<file path="src/rtl/tour_move_stack.sv">
// Move store for the knight's-tour solver: push/pop path building, start_tour on completion,
// and indexed playback reads for TourCmd.
//
// state | meaning
// IDLE  | waiting for go; push/pop ignored
// BUILD | solver extends/backtracks the path
// DONE  | tour complete; contents frozen, playback only
module tour_move_stack #(
    parameter int NUM_MOVES = 24,
    parameter int MV_W      = 8
) (
    input  logic            i_clk,
    input  logic            i_rst_n,
    input  logic            i_go,
    input  logic            i_push,
    input  logic            i_pop,
    input  logic [MV_W-1:0] i_move_in,
    input  logic [4:0]      i_mv_indx,
    output logic [MV_W-1:0] o_move,
    output logic [MV_W-1:0] o_top,
    output logic [4:0]      o_depth,
    output logic            o_empty,
    output logic            o_full,
    output logic            o_start_tour,
    output logic            o_err
);

    typedef enum logic [1:0] {
        IDLE  = 2'd0,
        BUILD = 2'd1,
        DONE  = 2'd2
    } state_t;

    localparam logic [4:0] LP_FULL = 5'(NUM_MOVES);

    state_t          r_state;
    logic [4:0]      r_depth;
    logic            r_err;
    logic            r_start;
    logic [MV_W-1:0] r_mem [NUM_MOVES];

    state_t          w_state_nxt;
    logic [4:0]      w_depth_nxt;
    logic            w_err_nxt;
    logic            w_start_nxt;
    logic            w_we;
    logic [4:0]      w_waddr;
    logic            w_onehot;
    logic [4:0]      w_top_idx;

    assign w_onehot  = (i_move_in != '0) &&
                       ((i_move_in & (i_move_in - {{(MV_W-1){1'b0}}, 1'b1})) == '0);
    assign w_top_idx = r_depth - 5'd1;

    always_ff @(posedge i_clk or negedge i_rst_n) begin
        if (!i_rst_n) begin
            r_state <= IDLE;
            r_depth <= 5'd0;
            r_err   <= 1'b0;
            r_start <= 1'b0;
        end else begin
            r_state <= w_state_nxt;
            r_depth <= w_depth_nxt;
            r_err   <= w_err_nxt;
            r_start <= w_start_nxt;
        end
    end

    // Storage is not reset: every read is gated by depth.
    always_ff @(posedge i_clk) begin
        if (w_we) begin
            r_mem[w_waddr] <= i_move_in;
        end
    end

    always_comb begin
        w_state_nxt = r_state;
        w_depth_nxt = r_depth;
        w_err_nxt   = r_err;
        w_start_nxt = 1'b0;
        w_we        = 1'b0;
        w_waddr     = r_depth;

        if (i_go) begin
            w_state_nxt = BUILD;
            w_depth_nxt = 5'd0;
            w_err_nxt   = 1'b0;
        end else begin
            case (r_state)
                BUILD: begin
                    if (i_push && !i_pop) begin
                        if (w_onehot && (r_depth < LP_FULL)) begin
                            w_we        = 1'b1;
                            w_depth_nxt = r_depth + 5'd1;
                            if (r_depth + 5'd1 == LP_FULL) begin
                                w_state_nxt = DONE;
                                w_start_nxt = 1'b1;
                            end
                        end else begin
                            w_err_nxt = 1'b1;
                        end
                    end else if (i_pop && !i_push) begin
                        if (r_depth != 5'd0) begin
                            w_depth_nxt = r_depth - 5'd1;
                        end else begin
                            w_err_nxt = 1'b1;
                        end
                    end else if (i_push && i_pop) begin
                        // Simultaneous push/pop replaces the newest move in place.
                        if ((r_depth != 5'd0) && w_onehot) begin
                            w_we    = 1'b1;
                            w_waddr = w_top_idx;
                        end else begin
                            w_err_nxt = 1'b1;
                        end
                    end
                end
                DONE: begin
                    if (i_push || i_pop) begin
                        w_err_nxt = 1'b1;
                    end
                end
                default: begin
                end
            endcase
        end
    end

    assign o_move       = (i_mv_indx < r_depth) ? r_mem[i_mv_indx] : '0;
    assign o_top        = (r_depth != 5'd0) ? r_mem[w_top_idx] : '0;
    assign o_depth      = r_depth;
    assign o_empty      = (r_depth == 5'd0);
    assign o_full       = (r_depth == LP_FULL);
    assign o_start_tour = r_start;
    assign o_err        = r_err;

endmodule

</file>
<file path="config.mk">
export PLATFORM = sky130hd
export DESIGN_NAME = tour_move_stack
export DESIGN_NICKNAME = d
export VERILOG_FILES = /design/src/rtl/tour_move_stack.sv
export SDC_FILE = /design/constraint.sdc
export NUM_CORES = 1
export LEC_CHECK = 0
export ABC_AREA = 1
export CAP_MARGIN = 20
export CORE_ASPECT_RATIO = 0.7
export CORE_MARGIN = 10
export CORE_UTILIZATION = 30
export DETAILED_ROUTE_END_ITERATION = 10
export GPL_TIMING_DRIVEN = 0
export PLACE_DENSITY = 0.51
export SLEW_MARGIN = 20
export SYNTH_ARGS = -nofsm -noshare
export SYNTH_HDL_FRONTEND = slang
export SYNTH_SLANG_ARGS = --single-unit
</file>
<file path="constraint.sdc">
create_clock -name i_clk -period 3.1 [get_ports i_clk]
set_clock_uncertainty 0.2 [all_clocks]
set_input_delay 0.62 -clock i_clk [delete_from_list [all_inputs] [get_ports i_clk]]
set_output_delay 0.62 -clock i_clk [all_outputs]
set_load 0.005 [all_outputs]
</file>
==> flow_summary.yaml <==
grt:
  track_usage_pct: 22.40
  use_met3_pct: 7.188
  grt_pass1_vias: 9690
  grt_use_met1_pct: 33.40
  grt_pass1_wl_um: 70680
  grt.overflow.total: 0
  antenna_found_initial: 1
  busiest_layer: "met1"
  gr-usage-met2_pct: 29.11
  grt_max_degree: 28
layout:
  final_area_um2: 14550
  layout-drive-gt1-share_pct: 28.85
  diodes: 0
  nFillCells: 3374
  finish.net_count: 1327
  syn_to_final_growth_pct: 35.22
setup_path:
  critPathMaxFanout: 10
  critical_path.max_stage_delay_ns: 0.49
  worst-r2r-cell-count: 13
  critPathKind: "flop to primary output"
  path_delay_family: "buffers and inverters"
  r2r_end: "r_mem[3][0]"
  worstPathRequired_ns: 2.28
  rr_startpoint: "o_depth[0]"
  arrival_ns: 2.90
  r2r_setup_slack_ns: 0.07
  start_kind: "flop"
  cp_num_buf_inv: 4
  cp_cell_sequence: "buf_4 -> buf_2 -> buf_2 -> a21oi_1 -> a221oi_2 -> o21ai_2 -> a21oi_2 -> buf_2"
  path_depth: 8
  endpoint_kind: "primary output"
  endpoint: "o_top[2]"
  cpMostUsedCell: "buf_2"
  startpoint: "o_depth[0]"
  cp_slowest_cell: "buf_2"
yosys:
  netlist.area_leader.share_pct: 53.59
  synth_cells: 1175
  netlist_area_um2: 10760
  synthTopCellsByArea: "edfxtp_1 54%, nand2_1 8.8%, nand3_1 6.8%"
  syn-num-nets: 1200
  ys_seq_area_share_pct: 55.69
  synth_cell_types: 40
  ys_warn_count: 0
  syn_avg_cell_area_um2: 9.156
  synth_area_leader_cell: "edfxtp_1"
  synth-seq-cells: 201
run:
  drv_cap: 0
clocking:
  cts_buffer_depth: 3
  ctsRootBufferMaster: "clkbuf_16"
  clk_pin_slew_ns: 0.06
  cts_tree: "yes"
  clock-sinks: 201
  numCtsBuffers: 22
  ctsHoldBuffers: 0
  clk_latency_ns: 0.55
  htreeDepth: 1
placed_design:
  gp_congestion: 1.001
  post-dp-hpwl_um: 34630
  portBuffers: 41
  placed_area_um2: 11750
timing:
  min_period_over_period_pct: 120.0
  slew_viol_final: 0
  whs_ns: 0.1842
  setup_slack_ns: -0.6185
  slew_headroom_pct: 53.67
  rsz0062_at_grt: "yes"
  max_freq_mhz: 268.9
  worstMarginPinSlew_ns: 0.6950
  setup_viol: 8
  hold_violations: 0
  finalCriticalPeriod_ns: 3.718
detailed_routing:
  vias: 10471
  post_drt_via_cell_ratio: 5.853
  drc: 0
  totalWireLength_um: 51270
  firstDrtPassIters: 5
  drtIter0Drc: 2004
  wl_per_cell_um: 28.66
  ant_nets: 0
floorplanning:
  num_rows: 57
  die_y_um: 178.4
  core_area_um2: 35020
  pin_count: 43
  die_w_um: 246.3
  start_util_pct: 30.72
  dieArea_um2: 43950
pwr:
  p_per_area_nw_per_um2: 877.0
  leakage_nw: 5.349
  irDropWorstVdd_mv: 0.4345
status:
  violations: "setup timing"
  status: "finished, violations left"
hold_path:
  hp-class: "input port to async pin"
[state kept, by name, summed over array words and instances, names as in the netlist]
register	cells
r_state	2
o_start_tour	1
o_depth	5
r_mem	192
o_err	1
[cells by family after synthesis]
kind of cell | synth area share [%]
simple gates | 21.73
compound gates | 14.79
flops | 55.69
buf+inv | 6.222
fa+ha+maj | 0.8141
xor+xnor | 0.7560
[routing by layer]
layer | wire, µm | up-vias
met3 | 7758 | 145
met2 | 19150 | 845
li1 | - | 4418
met4 | 1928 | 4
met1 | 22400 | 5059
met5 | 34 | -
[metrics by stage]
stage	total power, mW	worst slack (ns)	cells	setup TNS [ns]	utilization (%)
2_1_floorplan	5.548	0.2280	1175	0	-
3_3_place_gp	7.834	-2.065	1688	-383.85	33.58
3_5_place_dp	7.823	-1.446	1689	-192.57	33.54
4_1_cts	11.99	-0.5635	1765	-5.403	39.68
5_1_grt	13.02	-0.6299	1789	-5.610	41.54
6_report	12.76	-0.6185	1789	-4.533	41.54
[synth_stat cells (all sizes together)]
cell	count
nor3	11
nand3	161
bufinv	1
o32ai	1
a221oi	9
a31oi	23
clkinv	3
a221o	2
inv	71
nor2	88
edfxtp	192
dfrtp	9
clkbuf	43
buf	35
a21oi	126
o31ai	1
o22ai	3
o21ai	99
nand2	263
nand4	1
o211ai	13
ha	7
a22oi	7
xor2	5
o311ai	1
[placed cells by master (no fill, tap or decap), types with 19 or more instances in the layout]
| cell | netlist | layout |
|---|---|---|
| nand2_1 | 253 | 251 |
| nor2_4 | 2 | 26 |
| edfxtp_1 | 192 | 192 |
| buf_2 | 21 | 31 |
| buf_4 | 0 | 51 |
| inv_1 | 62 | 57 |
| nor2_1 | 81 | 56 |
| o21ai_1 | 7 | 19 |
| o21ai_0 | 90 | 56 |
| nand3_2 | 15 | 26 |
| nand3_1 | 146 | 124 |
| clkbuf_16 | 0 | 33 |
| a21oi_1 | 126 | 106 |
[worst min path at each step]
stage | to | slack [ns] | cells after the start
4_1_cts | o_start_tour | 0.19 | 1
3_3_place_gp | o_err | 0.31 | 2
2_1_floorplan | o_depth[0] | 0.12 | 0
6_report | o_depth[0] | 0.18 | 1
5_1_grt | o_start_tour | 0.24 | 1
3_5_place_dp | o_err | 0.30 | 2
[repair_timing]
| item | in CTS | in global routing |
|---|---|---|
| gates cloned | 3 | 3 |
| pin swaps | 44 | 49 |
| setup endpoints to repair | 210 | 186 |
| buffers inserted | 34 | 22 |
| gates resized for setup | 399 | 88 |
[report_power, final]
| group | switching (mW) | total (mW) | internal, mW |
|---|---|---|---|
| Combinational | 4.41 | 7.05 | 2.64 |
| Sequential | 0.0358 | 3.04 | 3.01 |
| Clock | 1.18 | 2.66 | 1.48 |
[layout make-up]
type,count,area (µm²),share of cell area (%)
multi-input cells,821,5010,34.44
inverters,75,341.6,2.348
clock buffers,24,558.0,3.836
well taps,472,590.6,4.060
flip-flops and latches,201,5995,41.21
repair buffers,103,1032,7.096
plain buffers,78,865.8,5.952
clock inverters,15,153.9,1.058
Note: power is estimated with default switching activity, not from simulation.
